<file path="config.mk">
export PLATFORM = sky130hd
export DESIGN_NAME = bus_host_arb
export DESIGN_NICKNAME = d
export VERILOG_FILES = /design/src/rtl/bus_host_arb.sv
export SDC_FILE = /design/constraint.sdc
export NUM_CORES = 1
export LEC_CHECK = 0
export ABC_AREA = 1
export ABC_CLOCK_PERIOD_IN_PS = 2500
export BUFFER_PORTS_ARGS = -buffer_cell sky130_fd_sc_hd__buf_2
export CAP_MARGIN = 20
export CORE_AREA = 2 2 166 168
export CTS_CLUSTER_DIAMETER = 50
export CTS_CLUSTER_SIZE = 12
export DETAILED_ROUTE_END_ITERATION = 8
export DIE_AREA = 0 0 168 170
export SYNTH_ARGS = -nofsm -noshare
export SYNTH_HDL_FRONTEND = slang
export SYNTH_SLANG_ARGS = --single-unit
</file>
<file path="constraint.sdc">
create_clock -name clk_i -period 2.5 [get_ports clk_i]
set_input_delay 0.5 -clock clk_i [delete_from_list [all_inputs] [get_ports clk_i]]
set_output_delay 0.5 -clock clk_i [all_outputs]
set_load 0.1 [all_outputs]
</file>
<file path="src/rtl/bus_host_arb.sv">
// Round-robin arbiter sharing one device port among several bus hosts.
// One transaction is outstanding at a time. The response is routed back to
// the owning host, or an error response is generated after a wait timeout.
module bus_host_arb #(
  parameter int unsigned NrHosts       = 3,
  parameter int unsigned AddressWidth  = 32,
  parameter int unsigned DataWidth     = 32,
  parameter int unsigned TimeoutCycles = 16
) (
  input  logic                                   clk_i,
  input  logic                                   rst_i,
  input  logic [NrHosts-1:0]                     host_req_i,
  output logic [NrHosts-1:0]                     host_gnt_o,
  input  logic [NrHosts-1:0][AddressWidth-1:0]   host_addr_i,
  input  logic [NrHosts-1:0]                     host_we_i,
  input  logic [NrHosts-1:0][DataWidth/8-1:0]    host_be_i,
  input  logic [NrHosts-1:0][DataWidth-1:0]      host_wdata_i,
  output logic [NrHosts-1:0]                     host_rvalid_o,
  output logic [NrHosts-1:0][DataWidth-1:0]      host_rdata_o,
  output logic [NrHosts-1:0]                     host_err_o,
  output logic                                   dev_req_o,
  output logic [AddressWidth-1:0]                dev_addr_o,
  output logic                                   dev_we_o,
  output logic [DataWidth/8-1:0]                 dev_be_o,
  output logic [DataWidth-1:0]                   dev_wdata_o,
  input  logic                                   dev_rvalid_i,
  input  logic [DataWidth-1:0]                   dev_rdata_i,
  input  logic                                   dev_err_i,
  output logic                                   timeout_o,
  output logic                                   stray_rsp_o
);

  localparam int unsigned IdxW = (NrHosts > 1) ? $clog2(NrHosts) : 1;
  localparam int unsigned CntW = $clog2(TimeoutCycles + 1);

  typedef enum logic {StIdle, StWait} state_e;

  state_e            state_q, state_d;
  logic [IdxW-1:0]   ptr_q, ptr_d;
  logic [IdxW-1:0]   owner_q, owner_d;
  logic [CntW-1:0]   cnt_q, cnt_d;
  logic              stray_q, stray_d;

  logic              eligible;
  logic              found;
  logic [IdxW-1:0]   winner;
  logic [IdxW-1:0]   cand;

  // State register with synchronous reset; host 0 wins first after reset.
  always_ff @(posedge clk_i) begin
    if (rst_i) begin
      state_q <= StIdle;
      ptr_q   <= IdxW'(NrHosts - 1);
      owner_q <= '0;
      cnt_q   <= '0;
      stray_q <= 1'b0;
    end else begin
      state_q <= state_d;
      ptr_q   <= ptr_d;
      owner_q <= owner_d;
      cnt_q   <= cnt_d;
      stray_q <= stray_d;
    end
  end

  // Arbitration, device request muxing, response routing and next state.
  always_comb begin
    state_d       = state_q;
    ptr_d         = ptr_q;
    owner_d       = owner_q;
    cnt_d         = cnt_q;
    stray_d       = stray_q;
    host_gnt_o    = '0;
    host_rvalid_o = '0;
    host_rdata_o  = '0;
    host_err_o    = '0;
    dev_req_o     = 1'b0;
    dev_addr_o    = '0;
    dev_we_o      = 1'b0;
    dev_be_o      = '0;
    dev_wdata_o   = '0;
    timeout_o     = 1'b0;
    found         = 1'b0;
    winner        = '0;
    cand          = '0;

    // A response arriving in WAIT frees the port in the same cycle.
    eligible = !rst_i && ((state_q == StIdle) ||
                          ((state_q == StWait) && dev_rvalid_i));

    // Search ptr+1, ptr+2, ... modulo NrHosts; first requester wins.
    for (int unsigned i = 1; i <= NrHosts; i++) begin
      cand = IdxW'((32'(ptr_q) + i) % NrHosts);
      if (eligible && !found && host_req_i[cand]) begin
        found  = 1'b1;
        winner = cand;
      end
    end

    if (found) begin
      host_gnt_o[winner] = 1'b1;
      dev_req_o          = 1'b1;
      dev_addr_o         = host_addr_i[winner];
      dev_we_o           = host_we_i[winner];
      dev_be_o           = host_be_i[winner];
      dev_wdata_o        = host_wdata_i[winner];
      state_d            = StWait;
      ptr_d              = winner;
      owner_d            = winner;
      cnt_d              = '0;
    end

    if (!rst_i && (state_q == StWait)) begin
      if (dev_rvalid_i) begin
        host_rvalid_o[owner_q] = 1'b1;
        host_rdata_o[owner_q]  = dev_rdata_i;
        host_err_o[owner_q]    = dev_err_i;
        if (!found) state_d = StIdle;
      end else if (cnt_q == CntW'(TimeoutCycles)) begin
        host_rvalid_o[owner_q] = 1'b1;
        host_err_o[owner_q]    = 1'b1;
        timeout_o              = 1'b1;
        state_d                = StIdle;
      end else begin
        cnt_d = cnt_q + CntW'(1);
      end
    end

    if (!rst_i && (state_q == StIdle) && dev_rvalid_i) stray_d = 1'b1;
  end

  assign stray_rsp_o = stray_q;

endmodule

</file>
==> results.json <==
{
  "status": "finished with violations",
  "violations": "setup timing",
  "grt_max_degree": 42,
  "finalHoldViolations": 0,
  "wl_per_cell_um": 15.2,
  "syn_nets": 955,
  "drtAntennaViolNets": 0,
  "rows": 60,
  "io_pins": 423,
  "clkSlewWorstSetupHoldPaths_ps": 40,
  "area_growth_pct": 261,
  "cts_htree_levels": 1,
  "grt_pass1_vias": 6408,
  "clk_root_buffer_cell": "clkbuf_16",
  "dr.pass1.iters": 4,
  "setup_viol": 73,
  "nets": 1427,
  "hold_path.class": "reg -> reg",
  "yosys_warnings": 0,
  "skew_ps": 0.542,
  "slew_headroom_pct": 67.2,
  "setup_slack_ps": -488,
  "mostFrequentLayoutCell": "buf_2",
  "cpMaxStageDelayCell": "dfxtp_2",
  "rsz0062_at_grt": "true",
  "cp-end-kind": "output pin",
  "crit_fanout": 6,
  "ys_seq_elements": 10,
  "avgSynthCellArea_um2": 4.40,
  "fmax_ghz": 0.335,
  "fp.dieH_um": 170,
  "routed_wl_um": 23200,
  "worstPathRequired_ps": 2000,
  "grt_overflow": 0,
  "worst_slew_pin_slew_ps": 495,
  "maxCapViolations": 0,
  "antenna_found_initial": 5,
  "cp_cell_sequence": "inv_2, ha_4, inv_4, nand2_2, nand3_2, nand2_4, nand3_4, nor2_4, nand2_2, nand2_4, buf_12, buf_12, buf_16, nand2_4, a21oi_4, buf_12",
  "instances_no_fill": 1521,
  "path_buf_inv": 6,
  "start_util_pct": 11.6,
  "critical-path-max-stage-delay_ps": 340,
  "hpwl_um": 18000,
  "path_class": "reg -> out",
  "finalMaxSlewViolations": 0,
  "ys_seq_area_share_pct": 6.46,
  "fin_crit_sh_pct": 120,
  "syn_inst": 704,
  "worst_ep_arrival_time_ps": 2490,
  "routabilityCongestion": 0.813,
  "ctsHoldBuffers": 0,
  "dp_cells": 1479,
  "grt.total_usage_pct": 14.7,
  "clk_latency_ps": 230,
  "drive_gt1_share_pct": 68.1,
  "cts_buffers": 3,
  "clockBufferDepth": 2,
  "drt_iter0_drc": 137,
  "core_area_um2": 26700,
  "critPathTopFamily": "simple AND/OR/NAND/NOR gates",
  "remaining_drc_errors": 0,
  "dr_total_vias": 6116,
  "netlist_area_um2": 3100,
  "die_w_um": 168,
  "grt_pass1_wl_um": 33500,
  "period_needed_ps": 2990,
  "port_buffers": 422,
  "die-area_um2": 28600,
  "ys_types": 31,
  "tritoncts": "done",
  "viasPerCell": 4.02,
  "cts.sinks": 10,
  "final_cell_mix": "buf_2, nand2_1, buf_12",
  "start_kind": "register"
}
[final timing paths]
kind,end,slack (ps),depth (start not counted),from
setup / recovery,dev_be_o[1],-490,16,ptr_q[1]$_SDFFE_PP1P_
hold / removal,stray_rsp_o$_SDFFE_PP0P_,480,2,stray_rsp_o$_SDFFE_PP0P_
setup reg to reg,cnt_q[4]$_SDFF_PP0_,250,15,ptr_q[1]$_SDFFE_PP1P_
hold reg to reg,stray_rsp_o$_SDFFE_PP0P_,480,2,stray_rsp_o$_SDFFE_PP0P_
[sequential cells by signal (all words and copies together) (netlist names)]
register and flops:
cnt_q 5, owner_q 1, ptr_q 2, state_q 1
stray_rsp_o 1
[cells by family after synthesis]
group           Yosys count  share of synthesized area [%]
simple gates            533                           67.5
fa+ha+maj                 5                           2.02
flops                    10                           6.46
xor+xnor                  2                          0.565
compound gates           38                           7.27
buf+inv                 116                           16.2
[layout make-up]
class / count / area [µm²]
inverters: 80 / 335
repair buffers: 503 / 5830
diodes: 5 / 12.5
clock buffers: 4 / 88.8
flip-flops and latches: 10 / 203
multi-input cells: 578 / 4280
fillers: 2532 / 15500
well taps: 341 / 427
[worst register-to-register path: cells and delay by family, from the launching register on]
family / cells / cell delay [ps]
AO/OA/AOI/OAI: 2 / 240
adder cells (fa/ha/maj): 1 / 290
buffers and inverters: 8 / 970
flip-flops: 1 / 340
AND/OR/NAND/NOR: 4 / 320
[cells in the mapped netlist (all sizes together)]
library cell  number  area, µm²
a2111oi            1       8.76
o31ai              1       7.51
nand4              1       6.26
o21ai              5       25.0
clkinv             2       8.75
buf               20        135
a31oi              1       12.5
clkbuf            16       60.1
dfxtp             10        200
a211oi             1       7.51
o211ai             1       7.51
nor3               2       10.0
inv               78        298
nand3             26        135
ha                 5       62.6
o21a               2       15.0
xor2               2       17.5
nand2            390       1490
a21oi             26        141
nor2             114        447
[repair_timing]
action                     4_1_cts  5_1_grt
gates resized for setup        106      123
setup endpoints to repair       75       79
hold endpoints to repair         0        0
cloned                           8        4
buffers inserted                16       14
pin swaps                       12       30
[stage by stage]
stage	utilization, %	cell area (µm²)	worst slack, ps	setup TNS, ps	hold slack, ps
3_5_place_dp	37.4	9960	-268	-14080	475
5_1_grt	41.9	11200	-630	-41650	528
6_report	41.9	11200	-488	-31160	481
4_1_cts	40.2	10700	-464	-28760	486
2_1_floorplan	-	4600	-593	-60160	464
3_3_place_gp	37.4	9960	-230	-11270	458
[metal layers]
layer / track usage (%) / part of all wire, % / vias up
li1: - / - / 3050
met1: 16.2 / 36 / 2765
met2: 28.0 / 54 / 279
met3: 3.33 / 8.1 / 22
met4: 4.73 / 1.5 / 0
met5: 0 / 0 / -
Power is not shown: default switching activity piles up to over one toggle a cycle in this logic, so the estimate is an artifact.
